$ cat config.mk
export PLATFORM = sky130hd
export DESIGN_NAME = viterbi_fifo
export DESIGN_NICKNAME = d
export VERILOG_FILES = /design/src/rtl/viterbi_fifo.sv
export SDC_FILE = /design/constraint.sdc
export NUM_CORES = 1
export LEC_CHECK = 0
export CORE_MARGIN = 2
export CORE_UTILIZATION = 60
export DETAILED_ROUTE_END_ITERATION = 8
export PLACE_DENSITY_LB_ADDON = 0.25
export SYNTH_ARGS = -nofsm -noshare
export SYNTH_HDL_FRONTEND = slang
export SYNTH_SLANG_ARGS = --single-unit
$ cat constraint.sdc
create_clock -name clk -period 7.8 [get_ports clk]
set_clock_uncertainty 0.1 [all_clocks]
set_input_delay 1.56 -clock clk [delete_from_list [all_inputs] [get_ports clk]]
set_output_delay 1.56 -clock clk [all_outputs]
set_load 0.02 [all_outputs]
$ cat src/rtl/viterbi_fifo.sv
// Single-lane entry buffer for the Viterbi threader: stores {start_loc, din} windows
// and presents the oldest entry first-word-fall-through to the decoder lane.
module viterbi_fifo #(
  parameter int depth         = 4,
  parameter int num_of_chunks = 5,
  parameter int data_width    = 32
) (
  input  logic                             clk,
  input  logic                             rst,
  input  logic                             push_n,
  input  logic                             clr,
  input  logic                             init_n,
  input  logic [$clog2(num_of_chunks)-1:0] start_loc,
  input  logic [data_width-1:0]            din,
  input  logic                             pop,
  output logic                             valid,
  output logic [data_width-1:0]            dout,
  output logic [$clog2(num_of_chunks)-1:0] dout_loc,
  output logic                             full,
  output logic [$clog2(depth+1)-1:0]       count,
  output logic                             armed,
  output logic                             overflow,
  output logic                             underflow
);

  localparam int LW = $clog2(num_of_chunks);
  localparam int PW = $clog2(depth);
  localparam int CW = $clog2(depth + 1);

  typedef struct packed {
    logic [LW-1:0]         loc;
    logic [data_width-1:0] data;
  } entry_t;

  entry_t          r_mem [depth];
  logic [PW-1:0]   r_wr_ptr;
  logic [PW-1:0]   r_rd_ptr;
  logic [CW-1:0]   r_count;
  logic            r_armed;
  logic            r_overflow;
  logic            r_underflow;

  logic            w_empty;
  logic            w_full;
  logic            w_clear;
  logic            w_push_req;
  logic            w_push_acc;
  logic            w_pop_acc;

  assign w_empty    = (r_count == '0);
  assign w_full     = (r_count == CW'(depth));
  assign w_clear    = clr | ~init_n;
  assign w_pop_acc  = ~w_clear & pop & ~w_empty;
  assign w_push_req = ~push_n & r_armed;
  // A push into a full FIFO is legal when the head leaves on the same edge:
  // wr_ptr == rd_ptr then, so the new entry lands in the slot just vacated.
  assign w_push_acc = ~w_clear & w_push_req & (~w_full | w_pop_acc);

  // NOTE: storage is reset too, so dout/dout_loc read 0 out of reset instead of X.
  always_ff @(posedge clk or posedge rst) begin
    if (rst) begin
      for (int i = 0; i < depth; i++) r_mem[i] <= '0;
    end else if (w_push_acc) begin
      r_mem[r_wr_ptr] <= '{loc: start_loc, data: din};
    end
  end

  // NOTE: sequential state uses non-blocking assignments so every register sees
  // pre-edge values, regardless of statement order.
  always_ff @(posedge clk or posedge rst) begin
    if (rst) begin
      r_wr_ptr    <= '0;
      r_rd_ptr    <= '0;
      r_count     <= '0;
      r_armed     <= 1'b0;
      r_overflow  <= 1'b0;
      r_underflow <= 1'b0;
    end else begin
      if (!init_n) r_armed <= 1'b1;
      if (w_clear) begin
        r_wr_ptr    <= '0;
        r_rd_ptr    <= '0;
        r_count     <= '0;
        r_overflow  <= 1'b0;
        r_underflow <= 1'b0;
      end else begin
        if (w_push_acc) r_wr_ptr <= r_wr_ptr + 1'b1;
        if (w_pop_acc)  r_rd_ptr <= r_rd_ptr + 1'b1;
        case ({w_push_acc, w_pop_acc})
          2'b10:   r_count <= r_count + 1'b1;
          2'b01:   r_count <= r_count - 1'b1;
          default: r_count <= r_count;
        endcase
        if (w_push_req && !w_push_acc) r_overflow  <= 1'b1;
        if (pop && w_empty)            r_underflow <= 1'b1;
      end
    end
  end

  assign valid     = ~w_empty;
  assign dout      = r_mem[r_rd_ptr].data;
  assign dout_loc  = r_mem[r_rd_ptr].loc;
  assign full      = w_full;
  assign count     = r_count;
  assign armed     = r_armed;
  assign overflow  = r_overflow;
  assign underflow = r_underflow;

endmodule

======== Yosys cells after proc, flatten, opt, wreduce, memory -nomap -nowiden ========
Index checks and enable logic that the tools add are counted.
word-level totals
  output and inout bits ................... 43
  flip-flop bits (word level) ............. 150
  input port bits ......................... 41
  logic and storage cells ................. 64
cells by class
  mux-type cells .......................... 16
  bitwise operators ....................... 14
  eq/ne operators ......................... 3
  magnitude comparators ................... 3
  reductions and logical operators ........ 10
  add/subtract/negate cells ............... 4
operators by type and width
  operator             number
  $bwmux 140           1
  $mux 35              3
  $bmux 35 s2          1
  $demux 35 s2         1
  $mux 2               4
  $reduce_bool 2->1    4
  $ge 3x3->1 const B   2
  $not 2->3            2
  $pmux 3 s2           1
  $and 1x1->1          5
  $not 1->1            5
  $add 2x1->2 const B  2
  $mux 1               4
  $add 3x1->3 const B  1
  $eq 3x3->1 const B   1
  $logic_and 1x1->1    3
  $logic_not 3->1      1
  $lt 3x1->1 const B   1
  $mux 3               1
  $reduce_bool 3->1    1
  $sub 3x1->3 const B  1
  $eq 2x1->1 const B   1
  $eq 2x2->1 const B   1
  $or 1x1->1           2
  $logic_not 1->1      1

======== Logic depth before layout (Yosys ltp) ========
  depth in word-level cells ............... 11
  mapped depth ............................ 9
  gate-level depth less buffers ........... 8

======== Worst setup path after synthesis ========
No wires, ideal clock.
  kind .................................... input -> register
  start ................................... input port clr
  end ..................................... register r_count[2] (netlist: count[2])
  cell stages on the path ................. 8
  buffers on the path ..................... 1
  arrival ................................. 2982 ps
  path slack .............................. 4636 ps
  required time ........................... 7618 ps
  setup time .............................. 82 ps
  cell sequence ........................... nand2b_1 > clkbuf_1 > nor3_1 > fa_1 > inv_1 > nor3_1 > a311o_1 > a31oi_1
on the way
  word-level cells in the longest chain between the ends .. 9
  elaborated cells on any way between the ends .. 12
  those cells by class .................... eq/ne: 2; mux: 2; bitwise: 7; reduce/logical: 1
ends and longest elaborated chain
  item                                             line    text
  start, declared                                  11      input logic clr,
  $or 1x1->1 *                                     52      assign w_clear = clr | ~init_n;
  $not 1->1                                        53, 57
  $and 1x1->1 (2 in series)                        53      assign w_pop_acc = ~w_clear & pop & ~w_empty;
  $or 1x1->1                                       57      assign w_push_acc = ~w_clear & w_push_req & (~w_full | w_pop_acc);
  $and 1x1->1                                      57
  $eq 2x1->1 / $eq 2x2->1 (equally long branches)  89      case ({w_push_acc, w_pop_acc})
  $pmux 3 s2                                       89
  $mux 3                                           80      if (w_clear) begin
  end signal, assigned                             90      2'b10: r_count <= r_count + 1'b1;
  end signal, assigned                             91      2'b01: r_count <= r_count - 1'b1;
  end signal, assigned                             92      default: r_count <= r_count;
  end, declared                                    38      logic [CW-1:0] r_count;
Mark *: on every way between the ends. The rest lies on a longest branch, timed or not.
A chain may end at the register's enable or synchronous reset.

======== Worst setup path after layout ========
  start ................................... register r_rd_ptr[0]
  end ..................................... output port dout[16]
on the way
  word-level cells in the longest chain between the ends .. 4
ends and longest elaborated chain
  item                             line  text
  start, declared                  37    logic [PW-1:0] r_rd_ptr;
  start signal, assigned           88    if (w_pop_acc) r_rd_ptr <= r_rd_ptr + 1'b1;
  $not 2->3 (implied by the code)  101   assign dout = r_mem[r_rd_ptr].data;
  $bmux 35 s2                      101
  $mux 35 (2 in series)            -
  end, declared                    17    output logic [data_width-1:0] dout,
No other way between the ends. The select of a mux whose other input is x is not followed.

==> impl_metrics.tcl <==
set metrics [dict create \
    nets 539 \
    htreeDepth 4 \
    syn_nets 459 \
    power_mw 2.15 \
    relSlewSlack_pct 36.4 \
    grt_pass1_wl_um 21600 \
    die_w_um 111 \
    p_leak_nw 3.78 \
    clockPowerShare_pct 39.6 \
    drt_pass1_iterations 4 \
    cts_hold_buffers 0 \
    ant_nets 0 \
    syn_area_um2 6810 \
    cp_slowest_cell "mux4_2" \
    critPathKind "flip-flop to output port" \
    synth_top_area_cell "dfrtp_1" \
    grt_max_degree 97 \
    num_vias 3781 \
    ir_drop_mv 0.201 \
    synthSimpleGateAreaFrac_pct 3.31 \
    dpl_cell_area_um2 7650 \
    viasPerCell 5.85 \
    p_sw_share_pct 23.4 \
    overflow 0 \
    seqPwrFrac_pct 43.1 \
    yosysWarnings 0 \
    rsz0062_at_grt "false" \
    min_path_cells 1 \
    root_buffer "clkbuf_16" \
    final_cells 646 \
    clk_latency_ps 410 \
    synth-compound-area-share_pct 1.43 \
    worst_slew_pin_slew_ps 953 \
    port_buffers 83 \
    worst_ep_required_time_ps 6140 \
    dp.cells 614 \
    initial_core_util_pct 62.0 \
    start_kind "flip-flop" \
    numCtsBuffers 17 \
    syn_to_final_growth_pct 21.5 \
    synth_cell_types 34 \
    synth.mux.area_fraction_pct 35.3 \
    reg2regPathDepth 8 \
    cts_tree "yes" \
    row_count 38 \
    endpoint_kind "output port" \
    filler_cell_count 681 \
    fmax_mhz 229 \
    cp_max_fo 29 \
    track_usage_pct 22.6 \
    synthCells 413 \
    clk_path_buf_depth 2 \
    layout-drive-gt1-share_pct 40.9 \
    p_int_mw 1.65 \
    grt_pass1_vias 4155 \
    utilization_pct 75.4 \
    final_area_um2 8280 \
    ys_seq_area_share_pct 55.1 \
    synth_adder_area_share_pct 1.03 \
    dp_hpwl_um 7720 \
    min_period_over_period_pct 56.0 \
    wl_um 12700 \
    synth_area_leaders "dfrtp_1 (55%), mux2_2 (20%), mux4_2 (12%)" \
    cpPeakStageDelay_ps 620 \
    diodes 0 \
    drt_iter0_drc 185 \
    hp-class "flip-flop to flip-flop" \
    synth_enable_flop_cells 0 \
    power_density_nw_per_um2 260 \
    synth_xor_area_share_pct 0.643 \
    wl_per_cell_um 19.7 \
    die_h_um 111 \
    ys_ff_latch 150 \
    synthArstFlopShare_pct 100 \
    core-area_um2 11000 \
    synth_top_area_share_pct 55.1 \
    antenna_found_initial 0 \
    cts_setup_buffers 0 \
    crit_chain "buf_4 -> mux4_2 -> clkdlybuf4s50_1" \
    p_sw_mw 0.503 \
    path_clk_slew_ps 50 \
    tns_ps 0 \
    ios 84 \
    clock_sinks 150 \
    synthFlopType "dfrtp_1" \
    setup_viol 0 \
    cts_resized 0 \
    hold_viol 0 \
    synth_top_family_by_area "multiplexers" \
    syn_avg_cell_area_um2 16.5 \
    fin_crit_ps 4370 \
    die_area_um2 12200 \
    status "complete, no violations" \
    drv_slew 0 \
    gp_congestion 0.732 \
    drc_errors 0 \
    arrival_ps 2710 \
    maxCapViolCount 0 \
    comb_power_share_pct 17.4 \
]
## power by group through the flow
stage / Combinational [mW] / Sequential [mW] / Clock [mW]
final: 0.373 / 0.925 / 0.850
after global routing: 0.399 / 0.936 / 0.899
after CTS: 0.379 / 0.925 / 0.865
after detailed placement: 0.377 / 0.935 / 0
after global placement: 0.367 / 0.928 / 0
after floorplan: 0.238 / 0.917 / 0
## flip-flops by register name, indices dropped and copies added, names as in the netlist
register / count
underflow: 1
armed: 1
overflow: 1
count: 3
r_wr_ptr: 2
r_rd_ptr: 2
r_mem: 140
## path summary, 6_finish.rpt
path	start	end	slack, ps
worst max-delay path	r_rd_ptr[0]	dout[16]	3430
worst min-delay path	r_mem[123]	r_mem[123]	390
worst max register to register	count[1]	count[2]	5370
worst min register to register	r_mem[123]	r_mem[123]	390
max in group asynchronous	rst	r_mem[123]	4830
min in group asynchronous	rst	count[0]	1580
## cell type report
class | count | area (um^2) | share of cell area [%]
clock inverter | 7 | 115 | 1.39
clock buffer | 25 | 515 | 6.23
timing repair buffer | 85 | 846 | 10.2
tap | 140 | 175 | 2.12
inverter | 7 | 31.3 | 0.378
sequential | 150 | 3760 | 45.4
multi-input combinational | 232 | 2840 | 34.3
## placed cells by master (no fill, tap or decap), types with 4 or more instances in the layout
master and n:
clkbuf_8 6, dfrtp_1 148, nand2_1 5, nand2_4 4, nor2_1 9, clkdlybuf4s50_1 83, mux2_2 120, mux2_1 10
clkbuf_16 17, mux2_4 10, inv_1 6, a21oi_1 5, mux4_2 35, ha_1 4
## worst max-delay path, delay by kind of cell (launching register included)
kind / cells / cell delay, ps
buffers and inverters: 2 / 1130
flip-flops: 1 / 530
multiplexers: 1 / 620
## cells in the mapped netlist (all sizes together), types with 2 or more instances
cell type  count
dfrtp        150
mux2         140
mux4          35
buf           19
nor2          10
nand2          9
inv            7
a21oi          5
clkbuf         5
ha             4
nand2b         3
nor3           3
xnor2          3
a21o           2
a31oi          2
nand3          2
nor4b          2
o21ai          2
xor2           2
## logic make-up after synthesis
kind of cell,count (synthesis)
AOI/OAI and AO/OA,15
adders and majority gates,5
muxes,175
xor gates and xnor gates,5
buffers and inverters,31
DFF,150
and+or+nand+nor,32
## routing by layer
metal  GRT usage, %  routed length [um]  vias up  part of all wire [%]
met3           4.88                 458       11                   3.6
met5              0                   0        -                     0
met2           37.2                6620       81                    52
met4           8.00                 112        0                  0.88
met1           30.2                5520     1997                    43
li1               -                   -     1692                     -
## through the flow
stage | hold slack [ps] | setup WS, ps
global placement | 369 | 3830
global route | 409 | 3250
CTS | 397 | 3360
detailed placement | 381 | 3820
finish | 392 | 3430
floorplan | 359 | 2100
Power figures use the tool's default switching activity.
